[config.mk]
export PLATFORM = sky130hd
export DESIGN_NAME = debounce
export DESIGN_NICKNAME = d
export VERILOG_FILES = /design/src/rtl/debounce_pkg.sv /design/src/rtl/debounce_timer.sv /design/src/rtl/debounce.sv
export SDC_FILE = /design/constraint.sdc
export NUM_CORES = 1
export LEC_CHECK = 0
export BUFFER_PORTS_ARGS = -buffer_cell sky130_fd_sc_hd__buf_2
export CAP_MARGIN = 20
export CORE_AREA = 2 2 39 41
export CTS_CLUSTER_SIZE = 12
export DETAILED_ROUTE_END_ITERATION = 7
export DIE_AREA = 0 0 41 43
export HOLD_SLACK_MARGIN = 0.1
export PLACE_DENSITY = 0.5
export SETUP_SLACK_MARGIN = 0.3
export SYNTH_ARGS = -nofsm -noshare
export SYNTH_HDL_FRONTEND = slang
export SYNTH_SLANG_ARGS = --single-unit
[constraint.sdc]
create_clock -name clock -period 1.17 [get_ports clock]
set_input_delay 0.234 -clock clock [delete_from_list [all_inputs] [get_ports clock]]
set_output_delay 0.234 -clock clock [all_outputs]
set_load 0.005 [all_outputs]
[src/rtl/debounce_pkg.sv]
// Purpose: shared types and constants for the debounce block (FSM states, default qualification length).
// Latency: n/a (package only).
// Backpressure: n/a (package only).
package debounce_pkg;

  // Default number of consecutive equal samples needed to accept a new level.
  localparam int STABLE_CYCLES_DEFAULT = 4;

  // Debounce FSM: two settled states and two qualification states.
  typedef enum logic [1:0] {
    STABLE_LOW  = 2'd0,
    PEND_HIGH   = 2'd1,
    STABLE_HIGH = 2'd2,
    PEND_LOW    = 2'd3
  } state_t;

  // Qualification counter width; one spare bit above clog2 keeps the compare simple.
  function automatic int cnt_width(input int stable_cycles);
    return $clog2(stable_cycles) + 1;
  endfunction

endpackage

[src/rtl/debounce_timer.sv]
// Purpose: qualification counter for the debouncer with clear, increment and terminal-count flag.
// Latency: count updates on the clock edge after clr/inc; tc is combinational from the count register.
// Backpressure: none; the counter follows clr/inc every cycle.
module debounce_timer #(
  parameter int STABLE_CYCLES = debounce_pkg::STABLE_CYCLES_DEFAULT
) (
  input  logic clock,
  input  logic reset,
  input  logic clr,
  input  logic inc,
  output logic tc
);
  import debounce_pkg::*;

  localparam int CW = cnt_width(STABLE_CYCLES);
  localparam logic [CW-1:0] ONE  = CW'(1);
  localparam logic [CW-1:0] LAST = CW'(STABLE_CYCLES - 1);

  logic [CW-1:0] count;

  // Counter register: clear wins over increment, so it never runs past LAST.
  always_ff @(posedge clock) begin
    if (reset || clr) begin
      count <= '0;
    end else if (inc) begin
      count <= count + ONE;
    end
  end

  // Terminal count: this sample is the last one needed to complete qualification.
  assign tc = (count == LAST);

endmodule

[src/rtl/debounce.sv]
// Purpose: debounce a pre-synchronised input; registered level plus one-cycle rise/fall pulses.
// Latency: a new input value held for STABLE_CYCLES sampling edges appears on level at the last of them.
// Backpressure: none; optional press counter enabled by macro DEBOUNCE_PRESS_COUNT_EN.
module debounce #(
  parameter int STABLE_CYCLES = debounce_pkg::STABLE_CYCLES_DEFAULT,
  parameter int PRESS_W       = 8
) (
  input  logic               clock,
  input  logic               reset,
  input  logic               in,
  output logic               level,
  output logic               rise,
  output logic               fall
`ifdef DEBOUNCE_PRESS_COUNT_EN
  ,
  output logic [PRESS_W-1:0] press_count
`endif
);
  import debounce_pkg::*;

  // Reject illegal configurations at elaboration time.
  if (STABLE_CYCLES < 2 || STABLE_CYCLES > 65535 || PRESS_W < 1) begin : g_param_check
    $error("debounce: STABLE_CYCLES must be 2..65535 and PRESS_W >= 1");
  end

  state_t state;
  logic   tmr_clr;
  logic   tmr_inc;
  logic   tmr_tc;
  logic   rise_evt;
  logic   fall_evt;

  debounce_timer #(
    .STABLE_CYCLES(STABLE_CYCLES)
  ) u_timer (
    .clock(clock),
    .reset(reset),
    .clr  (tmr_clr),
    .inc  (tmr_inc),
    .tc   (tmr_tc)
  );

  // Timer control and completion decode: count while the input disagrees with the settled level.
  always_comb begin
    tmr_clr  = 1'b1;
    tmr_inc  = 1'b0;
    rise_evt = 1'b0;
    fall_evt = 1'b0;
    case (state)
      STABLE_LOW: begin
        if (in) begin
          tmr_clr = 1'b0;
          tmr_inc = 1'b1;
        end
      end
      PEND_HIGH: begin
        if (in && !tmr_tc) begin
          tmr_clr = 1'b0;
          tmr_inc = 1'b1;
        end
        rise_evt = in && tmr_tc;
      end
      STABLE_HIGH: begin
        if (!in) begin
          tmr_clr = 1'b0;
          tmr_inc = 1'b1;
        end
      end
      PEND_LOW: begin
        if (!in && !tmr_tc) begin
          tmr_clr = 1'b0;
          tmr_inc = 1'b1;
        end
        fall_evt = !in && tmr_tc;
      end
      default: begin
        tmr_clr = 1'b1;
      end
    endcase
  end

  // FSM with registered level and single-cycle edge pulses; a pending change is dropped on reset.
  always_ff @(posedge clock) begin
    if (reset) begin
      state <= STABLE_LOW;
      level <= 1'b0;
      rise  <= 1'b0;
      fall  <= 1'b0;
    end else begin
      rise <= 1'b0;
      fall <= 1'b0;
      case (state)
        STABLE_LOW: begin
          if (in) state <= PEND_HIGH;
        end
        PEND_HIGH: begin
          if (!in) begin
            state <= STABLE_LOW;
          end else if (rise_evt) begin
            state <= STABLE_HIGH;
            level <= 1'b1;
            rise  <= 1'b1;
          end
        end
        STABLE_HIGH: begin
          if (!in) state <= PEND_LOW;
        end
        PEND_LOW: begin
          if (in) begin
            state <= STABLE_HIGH;
          end else if (fall_evt) begin
            state <= STABLE_LOW;
            level <= 1'b0;
            fall  <= 1'b1;
          end
        end
        default: begin
          state <= STABLE_LOW;
          level <= 1'b0;
        end
      endcase
    end
  end

`ifdef DEBOUNCE_PRESS_COUNT_EN
  // Press counter: advances on the same edge that raises rise, wrapping naturally.
  always_ff @(posedge clock) begin
    if (reset) begin
      press_count <= '0;
    end else if (rise_evt) begin
      press_count <= press_count + PRESS_W'(1);
    end
  end
`endif

endmodule

==> impl_metrics.csv <==
group,metric,value,unit
logic_synthesis,ys_ff_latch,8,
worst_setup_path,timing.rr.start,"u_timer.count[0]",
worst_setup_path,worstSetupStartpoint,"u_timer.count[0]",
sta,setup_slack,-18.5,ps
worst_setup_path,start_kind,"flop",
floorplanning,io_pins,6,
logic_synthesis,yosys.area_share.adder,10.9,%
route,ant_nets,0,
place,io_buffers,5,
route,drt_first_pass_iters,2,
clock_network,cts_tree,"built",
layout,most-common-layout-cells,"dfxtp_1, buf_2, dfxtp_2",
clock_network,clk_root_buffer_cell,"clkbuf_4",
worst_setup_path,arrival,1330,ps
route,avgViaCountPerCell,4.93,
worst_setup_path,cp_common_cell,"ha_4",
run,drv_cap,0,
route,dr.first_iter.drc_count,3,
sta,slew-limit-headroom,71.1,%
pwr,power_leakage,0.184,nW
sta,whs,256,ps
clock_network,clk_pin_slew,50,ps
worst_setup_path,critical_path_class,"reg2reg",
logic_synthesis,synth_xor_area_share,2.54,%
worst_setup_path,critPathSlowestCell,"dfxtp_2",
place,dp.cells,50,
worst_setup_path,required,1320,ps
logic_synthesis,synthMuxAreaShare,0,%
logic_synthesis,post_synth.cell_area_avg,11.1,um^2
grt,grt_pass1_wl,1.32,mm
outcome,failed_checks,"setup timing",
logic_synthesis,synth_area_leaders,"dfxtp_1, ha_1, a2111oi_2, nor4b_1, inv_1",
floorplanning,dieArea,1760,um^2
clock_network,cts.sinks,8,
route,post_drt_wl_per_cell,14.0,um
worst_setup_path,r2r_end,"level",
layout,fin_nets,48,
worst_setup_path,crit_chain,"ha_4 -> ha_4 -> a31o_2 -> a32o_1",
route,wl_met2,392,um
grt,grt-ovfl-total,0,
min_path,min_path_cells,2,
clock_network,ctsHtreeMaxLevel,1,
logic_synthesis,syn-num-nets,37,
logic_synthesis,yosysWarnings,0,
sta,finalSetupViolations,1,
worst_setup_path,max_stage_delay,330,ps
clock_network,clock_path_buffers,2,
worst_setup_path,path_buf_inv,0,
layout,diodes,0,
floorplanning,die_h,43,um
sta,finalCritPeriodShare,102,%
layout,drive_gt1_share,67.5,%
min_path,whs_endpoint,"fall",
sta,rsz0062_at_grt,"yes",
layout,design_area,538,um^2
worst_setup_path,r2r_slack,-20,ps
route,highest_layer,"met4",
logic_synthesis,synth_edf_count,0,
layout,nFillCells,132,
min_path,worstHoldStart,"in",
logic_synthesis,async_flop_share,0,%
logic_synthesis,synth-compound-area-share,23.6,%
clock_network,cts_buffers,3,
sta,hold_viol_final,0,
logic_synthesis,synth_simple_gate_area_share,10.9,%
outcome,status,"complete, but fails checks",
grt,grt_max_degree,10,
logic_synthesis,yosysSeqAreaShare,46.4,%
place,placement.cell_area,412,um^2
route,wl_met1,317,um
layout,fin_cells,56,
pwr,peakVddDrop,0.000648,V
layout,syn2layout_area_growth,55.8,%
grt,track_usage,12.0,%
floorplanning,core_area,1380,um^2
sta,worst_slew_pin_slew,432,ps
logic_synthesis,synth_area,345,um^2
logic_synthesis,synth_top_area_share,46.4,%
route,drc,0,
sta,finalClockSkew,1.31,ps
logic_synthesis,yosysUniqueCellTypes,18,
clock_network,worst_skew_pair.late_latency,260,ps
min_path,min_path_type,"in2reg",
logic_synthesis,post-synth-top-area-cell,"dfxtp_1",
grt,grt_pass1_vias,303,
floorplanning,rows,14,
worst_setup_path,setup.worst_path.end_class,"flop",
route,routed_wl,782,um
worst_setup_path,crit_fanout,6,
logic_synthesis,synth_top_family_by_area,"compound AO/OA/AOI/OAI gates",
floorplanning,die_w,41,um
clock_network,cts_hold_buf,0,
route,routed-via-count,276,
sta,fmax,841,MHz
place,place_congestion,0.642,
sta,min_period,1190,ps
route,dr_wl_met3,30,um
pwr,powerDensity,1060,nW/um^2
sta,maxSlewViolCount,0,
floorplanning,initial_core_util,25.0,%
worst_setup_path,ff2ff_path_depth,4,
logic_synthesis,synthCells,31,
logic_synthesis,synthFlopType,"dfxtp_1",
worst_setup_path,cpLargestDelayFamily,"compound AO/OA/AOI/OAI gates",
pwr,power,0.000573,W
grt,antenna_found_initial,0,
[worst register-to-register path, stage by stage, from the launching register on]
cell,delay (ps)
dfxtp_2,330
ha_4,170
ha_4,180
a31o_2,200
a32o_1,190
[stage by stage]
stage                     worst slack [ps]  TNS (ps)  utilization [%]
after global placement                23.4         0             29.7
after CTS                            -1.81     -2.44             34.0
after floorplan                       40.1         0                -
after global routing                 -42.6      -107             38.9
final                                -18.5     -18.5             38.9
after detailed placement             -50.4     -55.4             29.7
[cell usage after synthesis (2+ instances only)]
cell type and count:
dfxtp_1 8, ha_1 3, inv_1 3, a2111oi_2 2
nor4b_1 2
[where the power goes]
part           total [W]  leakage, nW  internal (W)  switching [W]
Sequential      0.000297       0.0666      0.000284      0.0000135
Combinational  0.0000620        0.104     0.0000325      0.0000295
Clock           0.000213       0.0138      0.000117      0.0000958
Total           0.000573        0.184      0.000434       0.000139
[worst max path at each step]
stage | to | slack [ps] | cells past startpoint
2_1_floorplan | level | 40 | 4
3_3_place_gp | level | 20 | 4
3_5_place_dp | u_timer.count[2] | -50 | 3
4_1_cts | level | -2 | 4
5_1_grt | state[0] | -40 | 5
6_report | level | -20 | 4
[repair_timing]
item | 4_1_cts | 5_1_grt
endpoints found under the hold margin | 0 | 0
resized for setup | 3 | 10
pin swaps | 2 | 2
endpoints found under the setup margin | 11 | 11
setup buffers | 3 | 0
[final cells by class]
class | count | area, um^2 | share of cell area, %
flip-flops and latches | 8 | 165 | 30.7
repair buffers | 8 | 61.3 | 11.4
clock buffers | 3 | 22.5 | 4.19
inverters | 3 | 11.3 | 2.09
well taps | 16 | 20.0 | 3.72
multi-input cells | 18 | 258 | 47.9
[cell families after synthesis]
family / Yosys count
AND/OR/NAND/NOR: 6
flip-flops: 8
adder cells (fa/ha/maj): 3
XOR/XNOR: 1
AO/OA/AOI/OAI: 8
buffers and inverters: 5
[layer usage]
layer / vias up / track usage, %
met4: 0 / 14.0
li1: 133 / -
met3: 5 / 2.09
met5: - / 0
met2: 8 / 17.8
met1: 130 / 12.1
(Power assumes the default switching activity.)
